$ cat src/rtl/stream_sync_fifo_read.sv
// -----------------------------------------------------------------------------
// stream_sync_fifo_read
//
// Read-side controller of a single-clock stream FIFO. It owns the read
// pointer, drives the read port of a dual-port RAM with one cycle of read
// latency, and reports exact occupancy together with a sticky error flag.
//
// Depth may be any value from 2 to 2^ADDRWIDTH. Pointers are binary with an
// extra MSB that toggles every time the address wraps from FIFODEPTH-1 to 0,
// which keeps full and empty distinguishable for non-power-of-two depths.
//
// FWFTEN=1 prefetches the head entry so that it falls through to the RAM
// output without a pop. FWFTEN=0 fetches data only in response to r_en.
//
// Optional feature: define STREAM_SYNC_FIFO_READ_AEMPTY_EN to add the r_aethr
// input and the registered r_aempty output. When the macro is undefined both
// ports and all almost-empty logic are absent.
// -----------------------------------------------------------------------------
module stream_sync_fifo_read #(
    parameter int FWFTEN    = 1,
    parameter int ADDRWIDTH = 6,
    parameter int FIFODEPTH = 44
) (
    input  logic                 r_clk,
    input  logic                 r_rst,
    input  logic                 r_en,
    input  logic [ADDRWIDTH:0]   w_ptr,
`ifdef STREAM_SYNC_FIFO_READ_AEMPTY_EN
    input  logic [ADDRWIDTH:0]   r_aethr,
    output logic                 r_aempty,
`endif
    output logic                 mem_ren,
    output logic [ADDRWIDTH-1:0] rbin,
    output logic [ADDRWIDTH:0]   rptr,
    output logic                 r_valid,
    output logic [ADDRWIDTH:0]   r_counter,
    output logic                 r_error
);

    // Depth and last valid address, sized to the pointer and address fields.
    localparam logic [ADDRWIDTH:0]   DEPTH     = FIFODEPTH[ADDRWIDTH:0];
    localparam logic [ADDRWIDTH-1:0] LAST_ADDR = ADDRWIDTH'(FIFODEPTH - 1);
    localparam logic                 FWFT_ON   = (FWFTEN != 0);

    // Pointer layout: MSB is the wrap toggle, the rest is the RAM address.
    typedef struct packed {
        logic                 wrap;
        logic [ADDRWIDTH-1:0] addr;
    } ptr_t;

    // Advance a pointer by one entry, wrapping at FIFODEPTH-1 rather than at
    // the natural binary boundary so that odd depths wrap without a gap.
    function automatic ptr_t ptr_advance(input ptr_t p);
        ptr_t w_n;
        if (p.addr == LAST_ADDR) begin
            w_n.wrap = ~p.wrap;
            w_n.addr = '0;
        end else begin
            w_n.wrap = p.wrap;
            w_n.addr = p.addr + 1'b1;
        end
        return w_n;
    endfunction

    // Entries between read and write pointer. On the same lap this is the
    // plain address difference; a write pointer one lap ahead adds the depth.
    // A write address behind the read address on the same lap underflows to a
    // large value, which the overflow check below reports as an error.
    function automatic logic [ADDRWIDTH:0] occupancy(input ptr_t wp, input ptr_t rp);
        logic [ADDRWIDTH:0] w_wa;
        logic [ADDRWIDTH:0] w_ra;
        w_wa = {1'b0, wp.addr};
        w_ra = {1'b0, rp.addr};
        if (wp.wrap == rp.wrap) begin
            return w_wa - w_ra;
        end else begin
            return DEPTH - w_ra + w_wa;
        end
    endfunction

    ptr_t               r_rptr;
    ptr_t               w_wptr;
    ptr_t               w_rptr_next;
    logic               w_zero;
    logic               w_fwft;
    logic               w_inc;
    logic [ADDRWIDTH:0] w_occ;
    logic               w_occ_over;
    logic               w_waddr_bad;

    assign w_wptr = ptr_t'(w_ptr);

    // Pop/prefetch decision and the pointer/occupancy it leads to.
    // NOTE: every signal in this block gets a value on every path, so no latch is inferred.
    always_comb begin
        w_zero      = (r_counter == '0);
        w_fwft      = FWFT_ON & ~r_valid & ~w_zero;
        w_inc       = (r_en & ~w_zero) | w_fwft;
        w_rptr_next = r_rptr;
        if (w_inc) begin
            w_rptr_next = ptr_advance(r_rptr);
        end
        w_occ       = occupancy(w_wptr, w_rptr_next);
        w_occ_over  = (w_occ > DEPTH);
        w_waddr_bad = ({1'b0, w_wptr.addr} >= DEPTH);
    end

    assign mem_ren = w_inc;
    assign rptr    = r_rptr;
    assign rbin    = r_rptr.addr;

    // Read pointer, occupancy, valid and sticky error registers.
    // NOTE: state registers use non-blocking assignments so every flop samples pre-edge values.
    always_ff @(posedge r_clk) begin
        if (r_rst) begin
            r_rptr    <= '0;
            r_counter <= '0;
            r_valid   <= 1'b0;
            r_error   <= 1'b0;
        end else begin
            r_rptr    <= w_rptr_next;
            r_counter <= w_occ;
            // Valid follows the RAM read: a fetch makes it 1, a pop on an
            // empty FIFO clears it, otherwise it holds.
            if (r_en | w_fwft) begin
                r_valid <= ~w_zero;
            end
            r_error   <= r_error | w_occ_over | w_waddr_bad;
        end
    end

`ifdef STREAM_SYNC_FIFO_READ_AEMPTY_EN
    // Almost-empty flag, registered in step with r_counter.
    always_ff @(posedge r_clk) begin
        if (r_rst) begin
            r_aempty <= 1'b1;
        end else begin
            r_aempty <= (w_occ <= r_aethr);
        end
    end
`endif

endmodule

$ cat config.mk
export PLATFORM = sky130hd
export DESIGN_NAME = stream_sync_fifo_read
export DESIGN_NICKNAME = d
export VERILOG_FILES = /design/src/rtl/stream_sync_fifo_read.sv
export SDC_FILE = /design/constraint.sdc
export NUM_CORES = 1
export LEC_CHECK = 0
export BUFFER_PORTS_ARGS = -buffer_cell sky130_fd_sc_hd__buf_2
export CAP_MARGIN = 30
export CORE_MARGIN = 10
export CORE_UTILIZATION = 57
export DETAILED_ROUTE_END_ITERATION = 6
export GPL_ROUTABILITY_DRIVEN = 0
export GPL_TIMING_DRIVEN = 0
export PLACE_DENSITY = 0.95
export SLEW_MARGIN = 20
export SYNTH_ARGS = -nofsm -noshare
export SYNTH_HDL_FRONTEND = slang
export SYNTH_SLANG_ARGS = --single-unit
$ cat constraint.sdc
create_clock -name r_clk -period 9.3 [get_ports r_clk]
set_input_delay 1.86 -clock r_clk [delete_from_list [all_inputs] [get_ports r_clk]]
set_output_delay 1.86 -clock r_clk [all_outputs]
set_load 0.02 [all_outputs]
==> qor.yml, run 1 <==
critPathSlowestCell: "nor3_1"
cts_hold_buf: 0
cts_resized: 0
period_needed_ns: 5.24
p_leak_nw: 0.802
syn_avg_cell_area_um2: 8.87
setup_tns_ns: 0
drt_iter0_markers: 69
yosysWarnings: 0
cp.arrival_ns: 5.44
synthAdderAreaFrac: 0.211
crit_chain: "buf_2, nor2b_4, a21oi_1, nand2_1, nor3_1, or2_2, inv_1, ha_1, inv_1, ha_1, o21ai_0, o21bai_1, a21oi_1, xnor2_1, or4_1, a32o_1"
insertion_delay_ns: 0.31
cp.depth: 16
instances_no_fill: 214
grtUsageTotal: 0.153
regArea_um2: 320
post-place-ws_ns: 3.81
peakVddDrop_mv: 0.181
clock_sinks: 16
crit_start: "r_en"
grt_pass1_vias: 1234
timing.final.ws_setup_ns: 4.06
p_total_mw: 0.398
slew_headroom: 0.548
period_share: 0.563
fin_util: 0.706
syn_nets: 180
die_x_um: 68.3
hold_path_class: "reg2reg"
reg2regPathDepth: 15
design_area_um2: 1560
postSynthCellCount: 150
synth_area_um2: 1330
cts_inserted_buffers: 3
path_delay_family: "simple AND/OR/NAND/NOR gates"
synth.most_common_cell: "nor2_1"
crit_end: "r_error"
yosys-top-cells-count: "17 x nor2_1, 16 x dfxtp_1, 16 x ha_1, 16 x inv_1, 9 x nor3_1"
finalMaxSlewViolations: 0
clkTransAtPathRegs_ns: 0.09
port_buffers: 32
fmax_mhz: 191
slowest_delay_ns: 0.59
postCtsSetupBuffers: 0
grt_max_degree: 11
io_pins: 33
overflow: 0
wl_per_cell_um: 15.6
drive_gt1_frac: 0.296
crit_type: "in2reg"
synth_edf_count: 0
dp_hpwl_um: 2730
dp_cells: 210
synth_top_area_frac: 0.241
finClkSkew_ns: 0.00948
yosys-top-cells-area: "dfxtp_1 24%, ha_1 15%, fa_1 6.0%"
cts_htree_levels: 1
synthMuxAreaShare: 0.0151
grt_first_pass_wirelength_um: 5530
vias: 1202
core_area_um2: 2210
p_per_area_nw_per_um2: 255
critPathCaptureType: "flop"
cts_buffer_depth: 2
hold_violations: 0
report.final.setup_viol: 0
die_area_um2: 4670
async_flop_share: 0
synth_seq_cells: 16
synth-simple-area-share: 0.218
postRouteAntennaNets: 0
dr.pass1.iters: 4
yosysSeqAreaShare: 0.241
cts_tree: "built"
num_rows: 17
place_area_um2: 1530
multi_input_area_um2: 901
synth_xor_area_frac: 0.0856
synth_ff_type: "dfxtp_1"
rsz0062_at_grt: "no"
whs_ns: 0.583
yosys.area.top_type: "dfxtp_1"
wl_um: 3340
critPathBufInv: 3
drc: 0
synth_top_family_by_area: "simple AND/OR/NAND/NOR gates"
die_y_um: 68.3
num-fill-cells: 176
synth-compound-area-share: 0.148
start_util: 0.601
outcome: "completed"
via_per_inst: 5.62
critPathMaxFanout: 6
r2r_slack_ns: 5.28
r2r-start: "r_counter[1]"
n_antenna_cell: 0
max-cap-violations: 0
final_nets: 217
cp_data_required_time_ns: 9.50
syn_to_final_growth_pct: 17.4
startpoint_type: "primary input"
synthDistinctLibCells: 41
antenna_found_initial: 0
worstMarginPinSlew_ns: 0.673
rr_endpoint: "r_error"
cts_root_buf: "clkbuf_4"
## worst min-delay path by stage
stage | end | slack (ns) | start | cells after the start
3_3_place_gp | r_valid | 0.55 | r_counter[0] | 3
6_report | r_valid | 0.58 | r_counter[0] | 3
5_1_grt | r_valid | 0.65 | r_counter[5] | 3
2_1_floorplan | rptr[6] | 0.64 | rptr[6] | 2
3_5_place_dp | r_valid | 0.57 | r_counter[0] | 3
4_1_cts | r_valid | 0.59 | r_counter[0] | 3
## where the power goes
| group | switching (mW) | internal (mW) | total, mW |
|---|---|---|---|
| Clock | 0.0240 | 0.0240 | 0.0480 |
| Combinational | 0.145 | 0.103 | 0.248 |
| Sequential | 0.0165 | 0.0856 | 0.102 |
## cells in the final DEF (no fill, tap or decap), types with 2 or more instances in the layout
cell type,Yosys,routed
or2b_2,2,2
xnor2_1,8,8
a21o_1,3,3
a21oi_1,8,8
nand2_1,6,6
dfxtp_1,16,16
nor2_1,17,17
buf_4,6,6
nand3b_1,2,2
xor2_1,5,5
ha_1,16,16
mux2i_1,2,2
fa_1,4,4
buf_2,0,32
clkbuf_4,0,3
o211a_1,2,2
inv_1,16,16
o21ai_0,3,3
nor3_1,9,9
a31oi_1,2,2
## cells by family (layout without fill, tap and decap cells)
family | count (synthesis) | count (layout)
AO/OA/AOI/OAI | 26 | 26
XOR/XNOR | 13 | 13
adder cells (fa/ha/maj) | 20 | 20
buffers and inverters | 23 | 59
flip-flops | 16 | 16
multiplexers | 2 | 2
AND/OR/NAND/NOR | 50 | 50
## worst register-to-register path, stage by stage, from the launching register on
cell	delay, ns
dfxtp_1	0.37
nor3_2	0.08
a21oi_1	0.40
nand2_1	0.17
nor3_1	0.59
or2_2	0.26
inv_1	0.06
ha_1	0.26
inv_1	0.04
ha_1	0.34
o21ai_0	0.20
o21bai_1	0.10
a21oi_1	0.20
xnor2_1	0.10
or4_1	0.51
a32o_1	0.24
## registers in the layout, indices dropped and copies added (netlist names)
register,count
r_error,1
rbin,6
r_counter,7
rptr,1
r_valid,1
## cell type report
cell class	instances	area share
Buffer	7	0.0312
Clock buffer	4	0.0232
Inverter	16	0.0385
Multi-Input combinational cell	111	0.577
Sequential cell	16	0.205
Tap cell	28	0.0224
Timing Repair Buffer	32	0.103
## layer usage
layer  GRT usage  wire length, um
met3      0.0261              209
met4      0.0879              101
met1       0.157             1250
met5           0                0
met2       0.286             1780
Note: power is estimated with default switching activity, not from simulation.
==> run 2: changes to the inputs <==
Settings changed: CORE_UTILIZATION 57 to 48, PLACE_DENSITY 0.95 to 0.87.
Clock period 9.3 ns to 4.6 ns, I/O delays scaled along.
==> run 2 against run 1 <==
Compared with the run above: hold slack better by 0.0062 ns; cell area up 0.24%; first-iteration DRC count down 33%; clock skew down 0.0089 ns; combinational power up 100%; critical path depth unchanged; cell count up 1.4%; critical path type unchanged; largest cell class unchanged.
==> qor.yml, run 2 (synthesis gave the netlist of run 1 again) <==
cts_resized: 0
num_rows: 19
drt_iter0_markers: 46
period_share: 0.927
dp_hpwl_um: 2590
report.final.setup_viol: 0
whs_ns: 0.589
max-cap-violations: 0
cts_root_buf: "clkbuf_4"
clock_sinks: 16
io_pins: 33
grtUsageTotal: 0.114
die_area_um2: 5280
syn_to_final_growth_pct: 17.7
postRouteAntennaNets: 0
n_antenna_cell: 0
grt_first_pass_wirelength_um: 4980
finalMaxSlewViolations: 0
cts_htree_levels: 1
clkTransAtPathRegs_ns: 0.09
critPathMaxFanout: 6
wl_per_cell_um: 13.9
rsz0062_at_grt: "no"
antenna_found_initial: 0
crit_start: "r_en"
drive_gt1_frac: 0.296
cts_tree: "built"
drc: 0
fin_util: 0.578
hold_path_class: "reg2reg"
cp.arrival_ns: 4.45
finClkSkew_ns: 0.000592
dr.pass1.iters: 4
fmax_mhz: 235
overflow: 0
critPathCaptureType: "flop"
grt_max_degree: 11
hold_violations: 0
final_cell_mix: "32 x buf_2, 17 x nor2_1, 16 x inv_1, 16 x ha_1, 16 x dfxtp_1"
start_util: 0.491
crit_type: "in2reg"
crit_end: "r_error"
vias: 1162
r2r_slack_ns: 0.65
final_common_cell: "buf_2"
p_per_area_nw_per_um2: 506
cts_inserted_buffers: 3
via_per_inst: 5.35
setup_tns_ns: 0
p_leak_nw: 0.802
port_buffers: 32
reg2regPathDepth: 15
die_y_um: 72.6
peakVddDrop_mv: 0.467
wl_um: 3010
rr_endpoint: "r_error"
startpoint_type: "primary input"
grt_pass1_vias: 1162
r2r-start: "r_counter[2]"
slew_headroom: 0.576
outcome: "completed"
insertion_delay_ns: 0.28
final_nets: 217
num-fill-cells: 261
die_x_um: 72.6
postCtsSetupBuffers: 0
worstMarginPinSlew_ns: 0.631
cp_data_required_time_ns: 4.78
largest-register: "r_counter"
largest_reg_flops: 7
period_needed_ns: 4.26
cts_hold_buf: 0
cts_buffer_depth: 2
core_area_um2: 2710
## run 2: critical path, stage by stage
cell	delay (ns)
buf_2	0.10
nor2b_4	0.04
a21oi_1	0.41
nand2_1	0.18
nor3_1	0.56
or2_2	0.26
inv_1	0.06
ha_1	0.26
inv_1	0.05
ha_1	0.35
o21ai_0	0.17
o21bai_1	0.08
a21oi_1	0.19
xnor2_1	0.10
or4_1	0.47
a32o_1	0.23
## run 2: worst min path at each step
stage                             from       to  slack [ns]  depth (start not counted)
final                     r_counter[0]  r_valid        0.59                          3
after global routing      r_counter[0]  r_valid        0.64                          3
after detailed placement       rptr[6]  rptr[6]        0.58                          2
after floorplan                rptr[6]  rptr[6]        0.64                          2
after global placement    r_counter[0]  r_valid        0.56                          3
after CTS                      rptr[6]  rptr[6]        0.60                          2
## run 2: metrics by stage
stage	cell area (um^2)	instances	power, mW	setup slack (ns)
final	1570	217	0.792	0.337
after global routing	1570	217	0.855	0.0469
after CTS	1570	217	0.797	0.357
after detailed placement	1530	213	0.703	0.0879
after global placement	1530	213	0.685	0.178
after floorplan	1330	150	0.567	0.346
## run 2: cell type report
type                            instances  area, um^2  area share
Timing Repair Buffer                   32         160       0.102
Sequential cell                        16         320       0.205
Multi-Input combinational cell        111         901       0.576
Buffer                                  7        48.8      0.0312
Clock buffer                            4        36.3      0.0232
Inverter                               16        60.1      0.0384
Tap cell                               31        38.8      0.0248
## run 2: power breakdown
part	switching [mW]	leakage [nW]	internal, mW
clock network	0.0434	0.0210	0.0482
registers	0.0316	0.132	0.173
logic	0.288	0.649	0.208
total	0.363	0.802	0.429
## run 2: layer usage
metal / global-route usage / vias to the layer above / share of wire
met5: 0 / - / 0
met1: 0.119 / 549 / 0.41
met2: 0.209 / 30 / 0.50
met3: 0.0231 / 4 / 0.067
met4: 0.0591 / 0 / 0.021
li1: - / 579 / -
